### src/rtl/dma_reader.sv
// Avalon-MM read engine: walks a strided line/region pattern through a circular
// sample window and streams the returned words out through a show-ahead FIFO.
module dma_reader #(
   parameter int FIFO_DEPTH = 8
) (
   input  logic        clk,
   input  logic        rst,
   input  logic        start,
   input  logic [31:0] start_addr_block,
   input  logic [31:0] stop_addr_block,
   input  logic [31:0] start_addr_read,
   input  logic [15:0] data_len,
   input  logic [15:0] line_width,
   input  logic [15:0] region_width,
   output logic [31:0] avm_m0_address,
   output logic        avm_m0_read,
   input  logic        avm_m0_waitrequest,
   input  logic [31:0] avm_m0_readdata,
   input  logic        avm_m0_readdatavalid,
   output logic [31:0] stream_data,
   output logic        stream_valid,
   input  logic        stream_ready,
   output logic        busy,
   output logic        irq
);

   localparam int          AW     = (FIFO_DEPTH > 1) ? $clog2(FIFO_DEPTH) : 1;
   localparam logic [16:0] CREDIT = 17'(FIFO_DEPTH);

   typedef enum logic [1:0] {IDLE, ISSUE, DRAIN, DONE} state_t;

   state_t        state, state_nx;
   logic [31:0]   blk_start, blk_stop, addr, line_base;
   logic [15:0]   len, lw, rw, col, issued, received, pending;
   logic [31:0]   mem [FIFO_DEPTH];
   logic [AW-1:0] wr_ptr, rd_ptr;
   logic [AW:0]   count;
   logic          push, pop, accept, last_accept, credit_ok;

   // Single-correction wrap into the circular window [lo, hi).
   function automatic logic [31:0] wrap(input logic [31:0] x, input logic [31:0] lo,
                                        input logic [31:0] hi);
      return (x >= hi) ? x - hi + lo : x;
   endfunction

   // Outstanding reads plus buffered words never exceed the FIFO depth, so a
   // returned word always has a slot waiting for it.
   assign pending        = issued - received;
   assign credit_ok      = ({1'b0, pending} + 17'(count)) < CREDIT;
   assign avm_m0_read    = (state == ISSUE) && credit_ok;
   assign avm_m0_address = addr;
   assign accept         = avm_m0_read && !avm_m0_waitrequest;
   assign last_accept    = accept && (issued + 16'd1 == len);
   assign push           = avm_m0_readdatavalid && (state != IDLE);
   assign stream_valid   = (count != '0);
   assign pop            = stream_valid && stream_ready;
   assign stream_data    = stream_valid ? mem[rd_ptr] : '0;

   // NOTE: every variable assigned in always_comb gets a default first, so no
   // path through the block can leave it unassigned and infer a latch.
   always_comb begin
      state_nx = state;
      unique case (state)
         IDLE:  if (start) state_nx = (data_len == 16'd0) ? DONE : ISSUE;
         ISSUE: if (last_accept) state_nx = DRAIN;
         DRAIN: if (received == len && count == '0) state_nx = DONE;
         DONE:  state_nx = IDLE;
         default: state_nx = IDLE;
      endcase
   end

   // NOTE: sequential state uses non-blocking assignments so every flop samples
   // pre-edge values regardless of the order statements execute in.
   always_ff @(posedge clk or negedge rst) begin
      if (!rst) begin
         state <= IDLE;
         busy  <= 1'b0;
         irq   <= 1'b0;
      end else begin
         state <= state_nx;
         busy  <= (state_nx != IDLE);
         irq   <= (state_nx == DONE);
      end
   end

   always_ff @(posedge clk or negedge rst) begin
      if (!rst) begin
         blk_start <= '0;
         blk_stop  <= '0;
         len       <= '0;
         lw        <= '0;
         rw        <= '0;
         addr      <= '0;
         line_base <= '0;
         col       <= '0;
         issued    <= '0;
         received  <= '0;
      end else if (state == IDLE) begin
         if (start) begin
            blk_start <= start_addr_block;
            blk_stop  <= stop_addr_block;
            len       <= data_len;
            lw        <= line_width;
            rw        <= region_width;
            addr      <= start_addr_read;
            line_base <= start_addr_read;
            col       <= '0;
            issued    <= '0;
            received  <= '0;
         end
      end else begin
         if (accept) begin
            issued <= issued + 16'd1;
            if (lw != 16'd0 && col + 16'd1 == lw) begin
               col       <= '0;
               line_base <= wrap(line_base + {14'd0, rw, 2'b00}, blk_start, blk_stop);
               addr      <= wrap(line_base + {14'd0, rw, 2'b00}, blk_start, blk_stop);
            end else begin
               col  <= col + 16'd1;
               addr <= wrap(addr + 32'd4, blk_start, blk_stop);
            end
         end
         if (push) received <= received + 16'd1;
      end
   end

   // NOTE: the FIFO storage has no reset; emptiness is tracked by the pointers
   // and count, and stream_data is forced to zero while the FIFO is empty.
   always_ff @(posedge clk) begin
      if (push) mem[wr_ptr] <= avm_m0_readdata;
   end

   always_ff @(posedge clk or negedge rst) begin
      if (!rst) begin
         wr_ptr <= '0;
         rd_ptr <= '0;
         count  <= '0;
      end else begin
         if (push) wr_ptr <= wr_ptr + AW'(1);
         if (pop)  rd_ptr <= rd_ptr + AW'(1);
         unique case ({push, pop})
            2'b10:   count <= count + 1'b1;
            2'b01:   count <= count - 1'b1;
            default: count <= count;
         endcase
      end
   end

endmodule

### config.mk
export PLATFORM = sky130hd
export DESIGN_NAME = dma_reader
export DESIGN_NICKNAME = d
export VERILOG_FILES = /design/src/rtl/dma_reader.sv
export SDC_FILE = /design/constraint.sdc
export NUM_CORES = 1
export LEC_CHECK = 0
export BUFFER_PORTS_ARGS = -buffer_cell sky130_fd_sc_hd__clkbuf_2
export CORE_ASPECT_RATIO = 1.5
export CORE_MARGIN = 2
export CORE_UTILIZATION = 61
export CTS_CLUSTER_SIZE = 28
export DETAILED_ROUTE_END_ITERATION = 16
export PLACE_DENSITY = 0.81
export SYNTH_ARGS = -nofsm -noshare
export SYNTH_HDL_FRONTEND = slang
export SYNTH_SLANG_ARGS = --single-unit
### constraint.sdc
create_clock -name clk -period 6.2 [get_ports clk]
set_input_delay 1.24 -clock clk [delete_from_list [all_inputs] [get_ports clk]]
set_output_delay 1.24 -clock clk [all_outputs]
set_load 0.01 [all_outputs]
# Word level (Yosys, flattened, before mapping)
# Memories as Yosys holds them, arrays and structs flattened.
# Cells that the tools add are included.
[totals]
reg_bits = 238
mem_bits_rw = 256
in_bits = 182
elab_cells = 94
mem_count = 1
[op_classes]
addsub = 15
n_lt_le_gt_ge = 3
n_eq_ne = 10
n_mux = 26
reduce_logical = 23
[mem_list]
columns = ["memory", "depth", "word_bits", "read_ports", "rd_clocked_by_memory_dff", "wr", "line", "source"]
rows = [
  ["mem", 8, 32, 1, 0, 1, "35", "logic [31:0] mem [FIFO_DEPTH];"],
]
[op_table]
columns = ["operator", "count"]
rows = [
  ["32-bit 2-to-1 mux", 10],
  ["16-bit 2-to-1 mux", 8],
  ["32-bit adder", 2],
  ["32-bit >= comparator", 2],
  ["32-bit subtractor", 2],
  ["16-bit by 1-bit adder with 16-bit output (second input constant)", 3],
  ["16-bit == test", 3],
  ["32-bit by 18-bit adder with 32-bit output", 1],
  ["32-bit by 3-bit adder with 32-bit output (second input constant)", 1],
  ["16-bit by 4-bit adder with 17-bit output", 1],
  ["17-bit by 4-bit < comparator with 1-bit output (second input constant)", 1],
  ["16-bit logical NOT", 1],
  ["16-bit nonzero test", 1],
  ["16-bit subtractor", 1],
  ["2-bit nonzero test", 6],
  ["2-bit == test (second input constant)", 4],
  ["2-bit 2-to-1 mux", 4],
  ["2-bit case mux with 4 select lines", 1],
  ["4-bit case mux with 2 select lines", 1],
  ["1-bit logical AND", 7],
  ["3-bit by 1-bit adder with 3-bit output (second input constant)", 2],
  ["2-bit AND reduction", 3],
  ["4-bit by 1-bit adder with 4-bit output (second input constant)", 1],
  ["2-bit by 1-bit == test with 1-bit output (second input constant)", 2],
  ["8 further kinds", 9],
]

# Logic depth before layout (Yosys ltp)
# Gate-level depths: netlist of the first run.
[depth]
ltp_word = 9
ltp_mapped = 23
ltp_nobuf = 22

# Worst setup path after synthesis of the first run
# No wires, ideal clock.
[synth_timing]
kind = "input to register"
startpoint = "in avm_m0_readdatavalid"
endpoint = "mem mem[0][0] (enable)"
setup_time_ps = 501
t_arrival_ps = 5044
slack_ps = 654
cell_stages = 5
path_cell_list = "and2_1 -> clkbuf_1 -> inv_1 -> buf_1 -> nor4_1"
[synth_via]
elab_chain_len = 3
[synth_rtl]
columns = ["element", "line", "source"]
rows = [
  ["from (decl)", "19", "input logic avm_m0_readdatavalid,"],
  ["1-bit logical AND", "54", "assign push = avm_m0_readdatavalid && (state != IDLE);"],
  ["1-bit 2-to-1 mux", "130", "if (push) mem[wr_ptr] <= avm_m0_readdata;"],
  ["1-bit 2-to-1 mux (not written as such)", "130", ""],
  ["to (decl)", "35", ""],
]
# No other way between the ends.

# Worst setup path after layout of the first run
[layout_timing]
startpoint = "reg addr[4], in the netlist avm_m0_address[4]"
endpoint = "reg addr[31], in the netlist avm_m0_address[31]"
[layout_via]
elab_chain_len = 7
word_cells_on_any_way = 8
classes_between = "add/sub (3); order compare (1); mux (4)"
[layout_rtl]
columns = ["element", "line", "source"]
rows = [
  ["from (decl)", "33", "logic [31:0] blk_start, blk_stop, addr, line_base;"],
  ["from (signal assigned)", "105", "addr <= start_addr_read;"],
  ["from (signal assigned)", "117", "addr <= wrap(line_base + {14'd0, rw, 2'b00}, blk_start, blk_stop);"],
  ["from (signal assigned)", "120", "addr <= wrap(addr + 32'd4, blk_start, blk_stop);"],
  ["32-bit by 3-bit adder with 32-bit output (*)", "120", ""],
  ["32-bit subtractor", "43", "return (x >= hi) ? x - hi + lo : x;"],
  ["32-bit adder", "43", ""],
  ["32-bit 2-to-1 mux (*)", "43", ""],
  ["32-bit 2-to-1 mux (*)", "114", "if (lw != 16'd0 && col + 16'd1 == lw) begin"],
  ["32-bit 2-to-1 mux (*)", "112", "if (accept) begin"],
  ["32-bit 2-to-1 mux (*)", "98", "end else if (state == IDLE) begin"],
]
# Mark *: on every way between the ends. The rest lies on a longest branch, timed or not. The select of a mux whose other input is x is not followed.
# A chain may end at the register's enable or synchronous reset.

==> out/metrics.cfg, run 1 <==
[outcome]
status = finished, final reports clean

[logic_synthesis]
synth.avg_cell_area_sq_um = 10.5
syn_nets = 3302
synthArstFlopShare = 0.482
syn-cell-area_sq_um = 30200
synthCells = 2884
ys_warn_count = 0
synth_edf_count = 256
synth-main-ff-cell = edfxtp_1
synth_cell_type_count = 92
ys_ff_latch = 494
yosysSeqAreaShare = 0.452

[min_path]
worstHoldPathType = reg -> reg

[setup_path]
cp_data_required_time_ps = 6680
cp-end-kind = flip-flop
cp_top_family = simple AND/OR/NAND/NOR gates
cp_num_buf_inv = 3
arrival_ps = 6440
path_class = reg -> reg
cp_max_fo = 7
startpoint_type = flip-flop
critPathMaxStageDelay_ps = 480
crit_chain = and4_1, nand4_1, nor3_1, buf_4, nand3_1, xnor2_2, fa_1, ha_1, nand3_1, nor4_4, buf_4, nand3_1, a211oi_1, buf_4, o31ai_1, o21ai_0, xnor2_1, mux2i_1, a211oi_1, a21oi_1
critPathSlowestCell = dfrtp_1

[sta]
finalCritPeriodShare = 0.962
grt_setup_unrepaired = no
fmax_ghz = 0.168
tightestPinTransition_ps = 1240
finalSetupViolCount = 0
drv_slew = 0
fin_setup_tns_ps = 0
period_minus_slack_ps = 5960
slew_headroom = 0.166
finClkSkew_ps = 48.1
final_hold_viol_count = 0

[final_layout]
syn_to_final_growth_pct = 12.8
nFillCells = 3549
final_nets = 3534
multi_input_area_sq_um = 15700
register_area_sq_um = 13600
drive_above_1_share = 0.162

[grt]
overflow = 0
grt_max_degree = 92
first_global_vias = 25582
grt_first_pass_wirelength_mm = 143
antenna_found_initial = 4
grtUsageTotal = 0.369

[clock_tree]
cts_tree = built
clockBufferDepth = 3
cts_setup_buffers = 0
clk_latency_ps = 650
clk_pin_slew_worst_paths_ps = 60
htree_levels = 2
cts.sinks = 494
hold_buffers = 0
cts-root-buf = clkbuf_16
ctsResizeCount = 0
cts_buffers = 49

[power]
power_density_nw_per_um2 = 438
irDropWorstVdd_uv = 430
leakagePower_nw = 14.7
total_power_mw = 14.9

[drt]
wire_per_inst_microns = 24.4
drt_first_pass_iters = 6
viasPerCell = 6.42
drt-total-wl_mm = 93.2
vias = 24492
drcViolationCount = 0
drtIter0Drc = 2019
drtAntennaViolNets = 0

[die]
rows = 99
io_pins = 250
initial_core_util = 0.618
dieArea_sq_um = 51300
die_h_microns = 276
coreArea_sq_um = 48800
die_x_microns = 186

[run]
cap_violations = 0

[placement]
port_buffers = 249
detailed_place_hpwl_mm = 66.8
place_congestion = 1.02

[Yosys cell counts, types with 6 or more instances]
cell | instances | area [sq um]
nand2_1 | 483 | 1810
edfxtp_1 | 256 | 7690
dfrtp_1 | 238 | 5960
nor2_1 | 196 | 736
ha_1 | 171 | 2140
o21ai_0 | 127 | 636
a21oi_1 | 121 | 606
xnor2_1 | 103 | 902
inv_1 | 101 | 379
clkbuf_1 | 88 | 330
o21ai_1 | 87 | 435
xor2_1 | 80 | 701
nand3_1 | 69 | 345
fa_1 | 65 | 1300
mux4_2 | 64 | 1440
mux2i_1 | 56 | 561
a21o_1 | 38 | 285
nor3_1 | 37 | 185
a31oi_1 | 35 | 219
nand4_1 | 34 | 213
a211oi_1 | 33 | 248
and3_1 | 32 | 200
o21a_1 | 25 | 188
o31ai_1 | 23 | 173
and2_1 | 21 | 131
buf_2 | 19 | 95.1
nor4_1 | 19 | 119
nand2b_1 | 18 | 113
o211ai_1 | 18 | 135
and4_1 | 16 | 140
nor2b_1 | 16 | 100
buf_1 | 15 | 56.3
mux2_2 | 15 | 169
or3_1 | 13 | 81.3
o22ai_1 | 9 | 56.3
o31a_1 | 8 | 70.1
a21boi_0 | 7 | 52.6
a221oi_1 | 7 | 61.3
a22oi_1 | 7 | 52.6
o21bai_1 | 7 | 52.6
nor4b_1 | 6 | 52.6
o41ai_1 | 6 | 52.6
[cells by family after synthesis]
| family | synth area share |
|---|---|
| fa+ha+maj | 0.114 |
| flops | 0.452 |
| xor+xnor | 0.0531 |
| mux | 0.0720 |
| compound gates | 0.131 |
| buf+inv | 0.0300 |
| simple gates | 0.148 |
[registers in the layout, summed over array words and instances (netlist names)]
name            cells
blk_stop           32
wr_ptr              3
count               4
rw                 16
avm_m0_address     32
rd_ptr              3
lw                 16
issued             16
state               2
received           16
blk_start          32
line_base          32
mem               256
len                16
col                16
busy                1
irq                 1
[layer usage]
layer | vias to the layer above | wire [microns] | track usage
li1 | 10932 | - | -
met3 | 409 | 7900 | 0.0734
met2 | 1327 | 46300 | 0.629
met4 | 6 | 7180 | 0.251
met1 | 11818 | 31700 | 0.412
met5 | - | 39 | 0
[power breakdown]
group | switching [mW] | internal, mW | total [mW]
registers | 0.539 | 3.97 | 4.51
logic | 4.17 | 2.97 | 7.14
clock network | 1.41 | 1.83 | 3.24
total | 6.13 | 8.78 | 14.9
[layout make-up]
| cell class | instances | share of cell area |
|---|---|---|
| antenna | 3 | 0.000221 |
| inverter | 102 | 0.0113 |
| clock buffer | 58 | 0.0373 |
| tap | 656 | 0.0241 |
| clock inverter | 33 | 0.0139 |
| multi-input combinational | 2162 | 0.462 |
| timing repair buffer | 307 | 0.0501 |
| sequential | 494 | 0.401 |
[worst register-to-register path: stages, from the launching register on]
cell and delay, ps:
dfrtp_1 480, and4_1 340, nand4_1 280, nor3_1 230
buf_4 190, nand3_1 140, xnor2_2 250, fa_1 460
ha_1 410, nand3_1 230, nor4_4 410, buf_4 180
nand3_1 350, a211oi_1 380, buf_4 220, o31ai_1 140
o21ai_0 310, xnor2_1 210, mux2i_1 120, a211oi_1 410
a21oi_1 110
[placed cells by master, fill, tap and decap left out, types with 35 or more instances in the layout]
| master | count |
|---|---|
| dfrtp_1 | 235 |
| mux4_2 | 64 |
| a21o_1 | 38 |
| xor2_1 | 80 |
| o21ai_1 | 87 |
| clkbuf_2 | 248 |
| nor2_1 | 191 |
| inv_1 | 101 |
| mux2i_1 | 56 |
| buf_4 | 57 |
| a31oi_1 | 35 |
| edfxtp_1 | 256 |
| o21ai_0 | 127 |
| a21oi_1 | 121 |
| ha_1 | 171 |
| xnor2_1 | 100 |
| clkbuf_16 | 49 |
| nand3_1 | 69 |
| fa_1 | 65 |
| nand2_1 | 482 |
[stage by stage]
| step | worst slack, ps | cells | utilization | instance area (sq um) | hold slack, ps |
|---|---|---|---|---|---|
| after CTS | 343 | 3812 | 0.696 | 34000 | 487 |
| after global routing | 49.4 | 3813 | 0.697 | 34000 | 506 |
| final | 236 | 3815 | 0.697 | 34000 | 482 |
| after global placement | 501 | 3721 | 0.661 | 32200 | 462 |
| after floorplan | 654 | 2884 | - | 30200 | 445 |
| after detailed placement | 352 | 3721 | 0.661 | 32200 | 472 |
[path summary, 6_finish.rpt]
kind,start,end,slack (ps),depth (start not counted)
max,avm_m0_address[4]$_DFFE_PN0P_,avm_m0_address[31]$_DFFE_PN0P_,240,20
min,rw[10]$_DFFE_PN0P_,rw[10]$_DFFE_PN0P_,480,2
max reg2reg,avm_m0_address[4]$_DFFE_PN0P_,avm_m0_address[31]$_DFFE_PN0P_,240,20
min reg2reg,rw[10]$_DFFE_PN0P_,rw[10]$_DFFE_PN0P_,480,2
max in group asynchronous,rst,issued[0]$_DFFE_PN0P_,4300,2
min in group asynchronous,rst,blk_start[8]$_DFFE_PN0P_,570,1
Note: power is estimated with default switching activity, not from simulation.
==> inputs of run 2 (changes only) <==
- ABC_AREA: default -> 1
==> out/metrics.cfg, run 2 <==
[outcome]
status = finished, final reports clean

[grt]
grtUsageTotal = 0.399
grt_first_pass_wirelength_mm = 160
overflow = 0
first_global_vias = 27642
antenna_found_initial = 4
grt_max_degree = 156

[sta]
hold_ws_ps = 484
finalSetupViolCount = 0
final_hold_viol_count = 0
fmax_ghz = 0.179
grt_setup_unrepaired = no
finClkSkew_ps = 16.6
fin_setup_tns_ps = 0
drv_slew = 0
finalCritPeriodShare = 0.902
slew_headroom = 0.307
tightestPinTransition_ps = 1040
post-route-worst-setup-slack_ps = 609
period_minus_slack_ps = 5590

[final_layout]
design_area_sq_um = 35100
drive_above_1_share = 0.104
nFillCells = 4227
final_cell_mix = nand2_1, nor2_1, o21ai_0
syn_to_final_growth_pct = 11.5
regMostFlops = mem
multi_input_area_sq_um = 15900
final_nets = 4466
fin_util = 0.690
largest_reg_flops = 256
stdcell_count = 4760
final_common_cell = nand2_1
register_area_sq_um = 13600

[min_path]
hold_depth = 2
worstHoldPathType = reg -> reg
min_to = rw[14]$_DFFE_PN0P_
min_from = rw[14]$_DFFE_PN0P_

[setup_path]
cp_top_family = compound AO/OA/AOI/OAI gates
cp_num_buf_inv = 1
worst-r2r-setup-slack_ps = 610
cp_data_required_time_ps = 6670
path_class = reg -> reg
startpoint_type = flip-flop
r2r_start = line_base[2]$_DFFE_PN0P_
arrival_ps = 6060
cp-end-kind = flip-flop
critPathSlowestCell = xor2_1
worstSetupPathDepth = 24
crit_chain = ha_1, inv_1, fa_1, nand3b_1, nand2_1, a21oi_1, o21ai_0, nand2_1, nand2_1, nand2_1, nor2_1, xor2_1, fa_1, ha_1, a21oi_1, o21ai_0, a21oi_1, o21ai_0, a21oi_1, nand2_1, nor2_1, o21ai_0, a21boi_0, o21ai_1
r2r_end = line_base[30]$_DFFE_PN0P_
crit_top_cell = nand2_1
critPathMaxStageDelay_ps = 680
cp_max_fo = 4
r2r_cells = 24

[clock_tree]
cts_tree = built
clk_latency_ps = 620
clockBufferDepth = 3
cts_setup_buffers = 0
cts-root-buf = clkbuf_16
ctsResizeCount = 0
clk_pin_slew_worst_paths_ps = 70
hold_buffers = 0
cts.sinks = 494
htree_levels = 2
cts_buffers = 47

[drt]
viasPerCell = 5.98
drt-total-wl_mm = 107
wire_per_inst_microns = 22.4
drt_first_pass_iters = 6
vias = 28485
drtAntennaViolNets = 0
drcViolationCount = 0
drtIter0Drc = 2463

[logic_synthesis]
synthTopCellsByCount = nand2_1, nor2_1, o21ai_0, inv_1, edfxtp_1
ys_ff_latch = 494
synth_cell_type_count = 54
post-synth-top-area-cell = edfxtp_1
synthCells = 3831
syn_nets = 4249
synth_area_leaders = edfxtp_1, dfrtp_1, nand2_1
synth_edf_count = 256
yosysSeqAreaShare = 0.434
synth.avg_cell_area_sq_um = 8.21
syn-cell-area_sq_um = 31500
synth_top_area_share = 0.244
synth-main-ff-cell = edfxtp_1
yosysMostFrequentCell = nand2_1
synthArstFlopShare = 0.482
ys_warn_count = 0

[power]
total_power_mw = 9.26
pwr-share-seq = 0.414
irDropWorstVdd_uv = 371
p_clk_frac = 0.328
switching_power_mw = 3.07
power_frac_comb = 0.258
swShare = 0.332
leakagePower_nw = 16.8
internal_power_mw = 6.18
power_density_nw_per_um2 = 264

[placement]
dp_cells = 4668
detailed_place_hpwl_mm = 81.0
place_ws_ps = 862
dpl_cell_area_sq_um = 33400
port_buffers = 249
place_congestion = 1.07

[die]
initial_core_util = 0.619
coreArea_sq_um = 50800
die_x_microns = 189
die_h_microns = 282
dieArea_sq_um = 53400
rows = 101
io_pins = 250

[run]
cap_violations = 0

==> run 2: how the worst max path moves through the flow <==
stage | startpoint | endpoint | slack [ps]
floorplan | line_base[2]$_DFFE_PN0P_ | line_base[31]$_DFFE_PN0P_ | 2000
global placement | avm_m0_address[2]$_DFFE_PN0P_ | avm_m0_address[28]$_DFFE_PN0P_ | 890
detailed placement | line_base[2]$_DFFE_PN0P_ | line_base[19]$_DFFE_PN0P_ | 860
CTS | avm_m0_address[2]$_DFFE_PN0P_ | avm_m0_address[26]$_DFFE_PN0P_ | 870
global route | rw[0]$_DFFE_PN0P_ | line_base[31]$_DFFE_PN0P_ | 110
finish | line_base[2]$_DFFE_PN0P_ | line_base[30]$_DFFE_PN0P_ | 610
==> run 2: cell families (layout without fill, tap and decap cells) <==
family          count (synthesis)  count (layout)  share of synthesized area
simple gates                 1736            1736                      0.227
compound gates                721             721                      0.126
flops                         494             494                      0.434
buf+inv                       493             749                     0.0617
fa+ha+maj                     236             236                      0.109
xor+xnor                      150             150                     0.0422
mux                             1               1                   0.000358
other cells                     0               4                          0
==> run 2: area by class of cell <==
class,instances,area share
diodes,4,0.000285
clock buffers,62,0.0375
clock inverters,26,0.00903
inverters,369,0.0396
multi-input cells,2844,0.455
flip-flops and latches,494,0.389
well taps,669,0.0239
repair buffers,292,0.0461
==> run 2: worst register-to-register path, cell delays in order (launching register included) <==
cell and delay, ps:
dfrtp_1 350, ha_1 160, inv_1 50, fa_1 380, nand3b_1 170, nand2_1 110, a21oi_1 140, o21ai_0 320
nand2_1 90, nand2_1 190, nand2_1 120, nor2_1 150, xor2_1 680, fa_1 550, ha_1 230, a21oi_1 220
o21ai_0 110, a21oi_1 200, o21ai_0 150, a21oi_1 150, nand2_1 160, nor2_1 120, o21ai_0 110, a21boi_0 430
o21ai_1 100
==> run 2: power groups by stage <==
| stage | Sequential, mW | Combinational, mW | Clock (mW) |
|---|---|---|---|
| after floorplan | 3.82 | 1.61 | 0 |
| after global placement | 3.89 | 2.32 | 0 |
| after detailed placement | 3.89 | 2.37 | 0 |
| after CTS | 3.83 | 2.39 | 3.04 |
| after global routing | 3.86 | 2.66 | 3.15 |
| final | 3.83 | 2.39 | 3.04 |
==> run 2: routing by layer <==
metal	routed length [microns]	vias to the layer above	share of wire	track usage
met4	9920	0	0.093	0.307
met3	8320	448	0.078	0.0572
met1	37200	13258	0.35	0.454
li1	-	13243	-	-
met5	0	-	0	0
met2	51100	1536	0.48	0.680
